File: config.mk
export PLATFORM = sky130hd
export DESIGN_NAME = if_pc_fetch
export DESIGN_NICKNAME = d
export VERILOG_FILES = /design/src/rtl/if_pkg.sv /design/src/rtl/if_pc_fetch.sv
export SDC_FILE = /design/constraint.sdc
export NUM_CORES = 1
export LEC_CHECK = 0
export ABC_AREA = 1
export BUFFER_PORTS_ARGS = -buffer_cell sky130_fd_sc_hd__buf_2
export CAP_MARGIN = 20
export CORE_UTILIZATION = 55
export CTS_CLUSTER_DIAMETER = 100
export DETAILED_ROUTE_END_ITERATION = 10
export GPL_TIMING_DRIVEN = 0
export PLACE_DENSITY_LB_ADDON = 0.15
export RECOVER_POWER = 25
export SYNTH_ARGS = -nofsm -noshare
export SYNTH_HDL_FRONTEND = slang
export SYNTH_SLANG_ARGS = --single-unit
export TNS_END_PERCENT = 1
File: constraint.sdc
create_clock -name clk -period 15.4 [get_ports clk]
set_clock_uncertainty 0.2 [all_clocks]
set_input_delay 1.54 -clock clk [delete_from_list [all_inputs] [get_ports clk]]
set_output_delay 1.54 -clock clk [all_outputs]
set_load 0.01 [all_outputs]
File: src/rtl/if_pkg.sv
// Shared types and constants for the instruction-fetch front end.
package if_pkg;

  typedef enum logic [1:0] {
    S_REQ,
    S_PEND,
    S_DROP
  } fetch_state_t;

  localparam logic [31:0] NOP_INSTR   = 32'h0000_0013;
  localparam int unsigned INSTR_BYTES = 4;

endpackage

File: src/rtl/if_pc_fetch.sv
// Instruction-fetch front end: owns the PC, runs a single-outstanding request/ack
// memory port and presents fetched words to decode through a valid/stall register.
// A redirect never lets a word fetched before it reach decode afterwards.
module if_pc_fetch
  import if_pkg::*;
#(
  parameter int unsigned           ADDR_WIDTH = 32,
  parameter int unsigned           DATA_WIDTH = 32,
  parameter logic [ADDR_WIDTH-1:0] PC_ADDR    = 32'h8000_0000
) (
  input  logic                  clk,
  input  logic                  reset,
  input  logic                  i_use_branch,
  input  logic [ADDR_WIDTH-1:0] i_branch_out,
  input  logic                  i_flush,
  input  logic                  i_stall,
  output logic                  o_imem_req,
  output logic [ADDR_WIDTH-1:0] o_imem_addr,
  input  logic                  i_imem_ack,
  input  logic [DATA_WIDTH-1:0] i_imem_rdata,
  output logic                  o_if_valid,
  output logic [ADDR_WIDTH-1:0] o_if_pc,
  output logic [DATA_WIDTH-1:0] o_if_instr
);

  // Low during reset and for the first cycle after it, so the first request
  // rises one cycle after release and acks arriving before then are ignored.
  logic                  r_run;
  fetch_state_t          r_state, w_state_d;
  logic [ADDR_WIDTH-1:0] r_pc, w_pc_d;
  // Address of the request being drained in S_DROP; r_pc already holds the target.
  logic [ADDR_WIDTH-1:0] r_stale, w_stale_d;
  logic [ADDR_WIDTH-1:0] r_pend_pc, w_pend_pc_d;
  logic [DATA_WIDTH-1:0] r_pend_instr, w_pend_instr_d;
  logic                  r_if_valid, w_if_valid_d;
  logic [ADDR_WIDTH-1:0] r_if_pc, w_if_pc_d;
  logic [DATA_WIDTH-1:0] r_if_instr, w_if_instr_d;

  logic                  w_ack;
  logic                  w_slot_free;
  logic [ADDR_WIDTH-1:0] w_pc_inc;
  logic [ADDR_WIDTH-1:0] w_target;

  assign o_imem_req  = r_run && (r_state != S_PEND);
  assign o_imem_addr = (r_state == S_DROP) ? r_stale : r_pc;
  assign o_if_valid  = r_if_valid;
  assign o_if_pc     = r_if_pc;
  assign o_if_instr  = r_if_instr;

  assign w_ack    = i_imem_ack && o_imem_req;
  // A flushed output word is dead, so a same-cycle ack may overwrite it.
  assign w_slot_free = !r_if_valid || !i_stall || i_flush;
  assign w_pc_inc = r_pc + ADDR_WIDTH'(INSTR_BYTES);
  assign w_target = {i_branch_out[ADDR_WIDTH-1:2], 2'b00};

  // Next-state: redirect first, then flush, then the normal fetch/present flow.
  always_comb begin
    w_state_d      = r_state;
    w_pc_d         = r_pc;
    w_stale_d      = r_stale;
    w_pend_pc_d    = r_pend_pc;
    w_pend_instr_d = r_pend_instr;
    w_if_valid_d   = r_if_valid;
    w_if_pc_d      = r_if_pc;
    w_if_instr_d   = r_if_instr;

    // Decode consumed (or nothing was held): drop valid unless reloaded below.
    if (!i_stall) w_if_valid_d = 1'b0;

    if (i_use_branch) begin
      w_pc_d       = w_target;
      w_if_valid_d = 1'b0;
      case (r_state)
        S_REQ: begin
          // An unacked request must still complete; drain it at the old address.
          if (o_imem_req && !w_ack) begin
            w_state_d = S_DROP;
            w_stale_d = r_pc;
          end
        end
        S_PEND:  w_state_d = S_REQ;
        S_DROP:  if (w_ack) w_state_d = S_REQ;
        default: w_state_d = S_REQ;
      endcase
    end else begin
      if (i_flush) w_if_valid_d = 1'b0;
      case (r_state)
        S_REQ: begin
          if (w_ack) begin
            w_pc_d = w_pc_inc;
            if (w_slot_free) begin
              w_if_valid_d = 1'b1;
              w_if_pc_d    = r_pc;
              w_if_instr_d = i_imem_rdata;
            end else begin
              w_pend_pc_d    = r_pc;
              w_pend_instr_d = i_imem_rdata;
              w_state_d      = S_PEND;
            end
          end
        end
        S_PEND: begin
          if (i_flush) begin
            w_state_d = S_REQ;
          end else if (!i_stall) begin
            w_if_valid_d = 1'b1;
            w_if_pc_d    = r_pend_pc;
            w_if_instr_d = r_pend_instr;
            w_state_d    = S_REQ;
          end
        end
        S_DROP:  if (w_ack) w_state_d = S_REQ;
        default: w_state_d = S_REQ;
      endcase
    end
  end

  // State registers with asynchronous active-high reset.
  always_ff @(posedge clk or posedge reset) begin
    if (reset) begin
      r_run        <= 1'b0;
      r_state      <= S_REQ;
      r_pc         <= PC_ADDR;
      r_stale      <= PC_ADDR;
      r_pend_pc    <= PC_ADDR;
      r_pend_instr <= DATA_WIDTH'(NOP_INSTR);
      r_if_valid   <= 1'b0;
      r_if_pc      <= PC_ADDR;
      r_if_instr   <= DATA_WIDTH'(NOP_INSTR);
    end else begin
      r_run        <= 1'b1;
      r_state      <= w_state_d;
      r_pc         <= w_pc_d;
      r_stale      <= w_stale_d;
      r_pend_pc    <= w_pend_pc_d;
      r_pend_instr <= w_pend_instr_d;
      r_if_valid   <= w_if_valid_d;
      r_if_pc      <= w_if_pc_d;
      r_if_instr   <= w_if_instr_d;
    end
  end

endmodule
==> results of run 1 <==
worst register-to-register path: stages, from the launching register on:
cell      delay, ns
dfrtp_1        0.39
inv_2          0.10
nand2_2        0.08
buf_6          0.16
a21oi_2        0.14
nor2_2         0.07
nand2_4        0.13
clkbuf_1       0.48
o21ai_1        0.12
routing by layer:
| layer | global-route usage, % | wire, um | part of all wire (%) |
|---|---|---|---|
| met1 | 39.5 | 10600 | 45 |
| met2 | 47.5 | 11100 | 47 |
| met3 | 4.76 | 1390 | 5.9 |
| met4 | 10.5 | 521 | 2.2 |
| met5 | 0 | 0 | 0 |
logic make-up after synthesis:
family	after synthesis	share of synthesized area, %
other	2	0.0831
adders and majority gates	1	0.138
DFF	188	52.2
and+or+nand+nor	517	22.8
xor gates and xnor gates	5	0.485
buffers and inverters	154	8.10
AOI/OAI and AO/OA	282	16.2
power by group through the flow:
stage / Clock (mW) / Sequential [mW] / Combinational (mW)
floorplan: 0 / 0.641 / 0.142
global placement: 0 / 0.629 / 0.253
detailed placement: 0 / 0.631 / 0.260
CTS: 0.440 / 0.622 / 0.261
global route: 0.460 / 0.633 / 0.295
finish: 0.438 / 0.624 / 0.259
registers in the layout, summed over array words and instances, names as in the netlist:
name and cells:
r_pend_instr 32, o_if_instr 32, r_pend_pc 30, r_stale 30, r_run 1, o_if_valid 1
r_pc 30, r_state 2, o_if_pc 30
area by class of cell:
| type | instances | area (um^2) |
|---|---|---|
| Fill cell | 1436 | 5220 |
| Sequential cell | 188 | 4720 |
| Multi-Input combinational cell | 810 | 3600 |
| Timing Repair Buffer | 162 | 833 |
| Clock buffer | 20 | 447 |
| Buffer | 66 | 399 |
| Inverter | 88 | 334 |
| Tap cell | 216 | 270 |
| Clock inverter | 12 | 130 |
how the worst max path moves through the flow:
stage / slack [ns] / start / endpoint / cells after the start
floorplan: 8.56 / reset / o_if_instr[10] / 1
global placement: 6.43 / reset / o_if_instr[24] / 2
detailed placement: 12.01 / r_state[0] / o_imem_addr[14] / 5
CTS: 11.53 / r_state[0] / o_imem_addr[14] / 5
global route: 10.82 / reset / r_stale[23] / 2
finish: 11.49 / reset / r_stale[21] / 2
metrics by stage:
step	setup slack [ns]	cell area, um^2	power [mW]	std cells
after floorplan	8.56	9040	0.782	1152
after global placement	6.43	10100	0.882	1529
after detailed placement	12.01	10200	0.891	1530
after CTS	11.53	10700	1.32	1562
after global routing	10.82	10700	1.39	1562
final	11.49	10700	1.32	1562
cell usage after synthesis (all sizes together), types with 2 or more instances:
cell type	n	area, um^2
inv	88	333
dfrtp	178	4450
clkbuf	30	114
buf	36	285
nor2	69	282
conb	2	7.51
nand2	403	1550
nand3	42	210
a21oi	10	53.8
xor2	5	43.8
dfstp	10	263
o21a	2	15.0
o211ai	7	52.6
o21ai	261	1330
==> metrics.txt, run 1 <==
Core Area about 16000 um^2; CP arrival between 3 and 4 ns; min-delay src r_pend_instr[1]; Worst Tran Pin Value 3.52 ns; drt first pass iters 5; Reg2Reg Capture Point o_if_instr[20]; DR WL/cell between 15 and 20 um; DRC viols 0; cell family with most CP delay buffers and inverters; hpwl dp between 15 and 20 mm; # diodes 0; Hold Path Sink r_pend_instr[1]; # rows 46; failing checks max-capacitance violations, max-slew violations; most frequent cells in the layout nand2_1 (396), dfrtp_1 (178), buf_2 (176), o21ai_0 (160), o21ai_1 (96); Resized cells post-CTS 0; total global-route track usage between 20 and 30%; outcome complete, but fails checks; main flop type after synthesis dfrtp_1; CP startpoint kind input pin; Sw Share about 31%; Synth async-reset ratio 100%; max-cap violation count 1; HP Class reg -> reg; I/O Pins approximately 170; worst-path cell chain buf_2, clkinvlp_2; Post-Synthesis Cells between 1000 and 1500; Critical-path top delay cell clkinvlp_2; CP max FO between 70 and 80; Die Span Y around 130 um; vias in the first global route 7563; Gate power share 19.6%; largest net degree at the start of global routing roughly 110; f_max about 260 MHz; share of layout cells above drive strength 1 19.5%; Reg-to-Reg Start r_state[1]; Req. time, crit path ~15 ns; P&R area growth vs syn 18.7%; RSZ-0062 raised after global routing no; fin. max-slew vios 78; fin crit share between 20% and 30%; Yosys reg bits 188; P_leak approximately 5.5 nW; Reg power frac 47.2%; Post-CTS Setup Bufs 0; initial antenna violation count 0; CP max stage delay 1.96 ns; fin nets about 1400; initial core utilization between 50% and 60%; clock share of power 33.1%; synthesized area per cell 7.86 um^2; CTS tree yes; die area between 15000 and 20000 um^2; sequential cell area fraction in the yosys report between 50% and 60%; detailed-route via count around 8000; min cycle time layout a little under 4 ns; Clock Latency Late Sink approximately 0.43 ns; root buffer cell clkbuf_16; Die W between 100 and 150 um; Int Power 908 uW; Detailed Route WL 23.7 mm; YS warnings 0; Starting DRT DRC Count 593; H-tree level count 4; CTS Hold Buffers Added 0; Crit Path Class in -> async; PwrDens ~120 nW/um^2; maximum vdd drop between 0.00008 and 0.00009 V; CTS Buffer Depth 2; P_sw slightly above 400 uW; EDFF count, synth 0; Routed Antenna Nets 0; vias per inst around 5.2; port bufs about 160; post-synthesis cell area between 9000 and 10000 um^2; CP Capture Type async pin; fin util a little under 70%; commonest non-fill, non-tap cell in the layout nand2_1; setup tns final 0 ns; CP Buf/Inv Count 2; Clk pin slew, worst setup/hold paths around 0.07 ns; internal reg-to-reg setup slack roughly 13 ns; Hold Crit Depth 2; Rel. slew slack -136%; Fin Hold WS approximately 0.27 ns; Worst R2R Path Depth 8; clock sinks about 190; grt total ovfl 0; Final Setup Violations 0; final hold viol count 0; Routability Congestion 0.913; global-route wire length before repair between 30 and 40 mm; TritonCTS Buffers 17; library cells used by synthesis 33
Note: power is estimated with default switching activity, not from simulation.
==> run 2: changes to the inputs <==
Settings changed: ABC_AREA 1 to 0.
Clock period 15.4 ns to 4.1 ns, I/O delays scaled along.
==> metrics.txt, run 2 <==
Starting DRT DRC Count 402 (-32%); Reg-to-Reg Start r_pc[2]; # diodes 0 (unchanged); YS warnings 0 (unchanged); TritonCTS Buffers 17 (unchanged); Die Span Y 129 um (-0.59%); DR WL/cell 18.6 um (+23%); I/O Pins 168 (unchanged); # rows 46 (unchanged); Die W 129 um (-0.59%); max-cap violation count 1 (unchanged); f_max between 300 and 400 MHz; initial core utilization 56.2% (-0.47 points); multi-input logic area 3880 um^2 (+7.9%); xor-xnor portion of the synthesized cell area 0.981% (+0.50 points); Rel. slew slack -25.8% (+110 points); die area 16700 um^2 (-1.2%); Post-Synth Simple-Gate Area 7.46% (-15 points); highest routed layer met5; total global-route track usage 26.9% (-2.2 points); Reg2Reg Capture Point r_pc[22]; non-filler instance count after layout 1156 (-26%); Synth top cells by count dfrtp_1 (178), mux2_2 (178), a31oi_1 (46); H-tree level count 4 (unchanged); Hold Crit Depth 3 (+1); fill count 1247 (-13%); largest net degree at the start of global routing 36 (-68%); sequential cell area fraction in the yosys report 52.8% (+0.63 points); CP arrival 2.59 ns (-1.07 ns); PwrDens 481 nW/um^2 (+290%); P&R area growth vs syn 20.9%; initial antenna violation count 1 (+1); post-synthesis mux area share 26.2% (+26 points); Yosys reg bits 188 (unchanged); Final Setup Violations 0 (unchanged); most frequent cells in the layout mux2_2 (178), dfrtp_1 (178), buf_2 (147), clkbuf_1 (74), a31oi_1 (46); Clock Latency Late Sink 0.43 ns (about the same); root buffer cell clkbuf_16; Post-Synth Adder-Cell Area 0.140% (+0.0017 points); Hold Path Sink r_pc[12]; port bufs 161 (unchanged); min cycle time layout 3.20 ns; vias in the first global route 6643 (-12%); grt total ovfl 0 (unchanged); share of layout cells above drive strength 1 41.2% (+22 points); Routability Congestion 0.847 (-7.2%); detailed-route via count 6684 (-18%); Core Area 15900 um^2 (-0.36%); Post-Synthesis Cells 731 (-36%); Yosys top cell area share 49.9% (+0.59 points); Routed Antenna Nets 0 (unchanged); CP max FO 10 (-87%); CP startpoint kind flip-flop; Crit Path Class reg -> out; Worst Tran Pin Value 1.89 ns (-1.63 ns); vias per inst 5.78 (+11%); Synth async-reset ratio 100% (unchanged); main combinational cell family by area after synthesis multiplexers; leading area contributor after synthesis dfrtp_1; most area-consuming cells after synthesis dfrtp_1 (50%), mux2_2 (22%), mux2i_1 (3.7%); P_leak 4.98 nW (-10%); drt first pass iters 5 (unchanged); hpwl dp 15.4 mm (-12%); CTS Buffer Depth 2 (unchanged); maximum vdd drop 0.000312 V (+260%); fin crit share between 70 and 80%; WL met3 1.24 mm (-11%); DP Cell Count 1117 (-27%); fin. max-slew vios 36 (-54%); DRC viols 0 (unchanged); global-route wire length before repair 34.5 mm (-9.0%); met2 wire len 10.5 mm (-6.0%); fin nets 998 (-29%); EDFF count, synth 0 (unchanged); Worst R2R Path Depth 5 (-3); Clk pin slew, worst setup/hold paths 0.07 ns (about the same); HP Class in -> reg; wl on met1 9.45 mm (-11%); failing checks max-capacitance violations, max-slew violations; main flop type after synthesis dfrtp_1; setup tns final 0 ns (unchanged); post-synthesis cell area 8930 um^2 (-1.2%); CTS tree yes; library cells used by synthesis 46 (+39%); internal reg-to-reg setup slack 1.54 ns (-11.86 ns); synthesized area per cell 12.2 um^2 (+55%); Compound-Gate Fraction of Synth Area 8.54% (-7.6 points); RSZ-0062 raised after global routing no; clock sinks 188 (unchanged); Req. time, crit path 3.49 ns (-11.66 ns); CP Capture Type primary output; final hold viol count 0 (unchanged); outcome complete, but fails checks; Post-CTS Setup Bufs 0 (unchanged); Detailed Route WL 21.5 mm (-9.1%); min-delay src i_branch_out[12]; Seq. cell area 4720 um^2 (unchanged)
-- run 2: cell count changes in the layout (fill, tap and decap cells not counted), moves of 33 or more --
cell and change:
a31oi_1 +45, clkbuf_1 +43, inv_1 -78, mux2_2 +178, mux2i_1 +33, nand2_1 -367, nor2_1 -47, o21ai_0 -140
o21ai_1 -96
-- run 2: layer usage --
metal	vias up	global-route usage, %
li1	3074	-
met1	3324	37.0
met2	248	43.1
met3	36	5.78
met4	2	8.17
met5	-	0
-- run 2: how the worst max path moves through the flow --
stage                     from              to  depth (start not counted)
CTS                 r_state[0]  o_imem_addr[5]                          5
detailed placement  r_state[0]  o_imem_addr[5]                          5
global route             reset   o_if_instr[7]                          4
floorplan                reset  o_if_instr[10]                          1
finish              r_state[0]  o_imem_addr[5]                          5
global placement         reset     o_if_pc[11]                          2
-- run 2: worst max-delay path: stages, from the launching register on --
cell      delay, ns
dfrtp_1        0.44
and2b_1        0.21
clkbuf_1       0.36
buf_1          0.58
mux2_2         0.42
buf_2          0.14
-- run 2: logic make-up (layout without fill, tap and decap cells) --
| group | Yosys count | in the layout |
|---|---|---|
| AND/OR/NAND/NOR | 118 | 118 |
| other | 2 | 5 |
| flip-flops | 188 | 188 |
| multiplexers | 211 | 211 |
| XOR/XNOR | 10 | 10 |
| buffers and inverters | 75 | 281 |
| AO/OA/AOI/OAI | 126 | 126 |
| adder cells (fa/ha/maj) | 1 | 1 |
-- run 2: what timing repair did --
action | 4_1_cts | 5_1_grt
hold buffers | 7 | 0
hold endpoints to repair | 23 | 0
gates resized for setup | 0 | 0
-- run 2: final cells by class --
type                            count  share of cell area [%]
Inverter                            7                   0.255
Clock buffer                       21                    4.36
Timing Repair Buffer              174                    8.75
Sequential cell                   188                    43.7
Multi-Input combinational cell    471                    36.0
Clock inverter                     11                    1.53
Buffer                             68                    2.90
Tap cell                          216                    2.51
-- run 2: through the flow --
| step | total power [mW] | cell area, um^2 | hold WS (ns) | worst slack (ns) | utilization, % |
|---|---|---|---|---|---|
| 3_3_place_gp | 3.41 | 10000 | 0.282 | 0.0228 | 63.1 |
| 5_1_grt | 5.44 | 10800 | 0.00965 | 0.506 | 67.9 |
| 2_1_floorplan | 3.03 | 8940 | 0.275 | 1.08 | - |
| 3_5_place_dp | 3.48 | 10100 | 0.253 | 1.38 | 63.9 |
| 6_report | 5.19 | 10800 | 0.00711 | 0.900 | 67.9 |
| 4_1_cts | 5.25 | 10900 | 0.00231 | 0.915 | 68.3 |
-- run 2: power breakdown --
part           leakage (nW)  internal (mW)  total (mW)  switching (mW)
Sequential             2.30           2.19        2.39           0.194
Clock                 0.313           1.07        1.77           0.699
Combinational          2.36          0.509        1.04           0.531
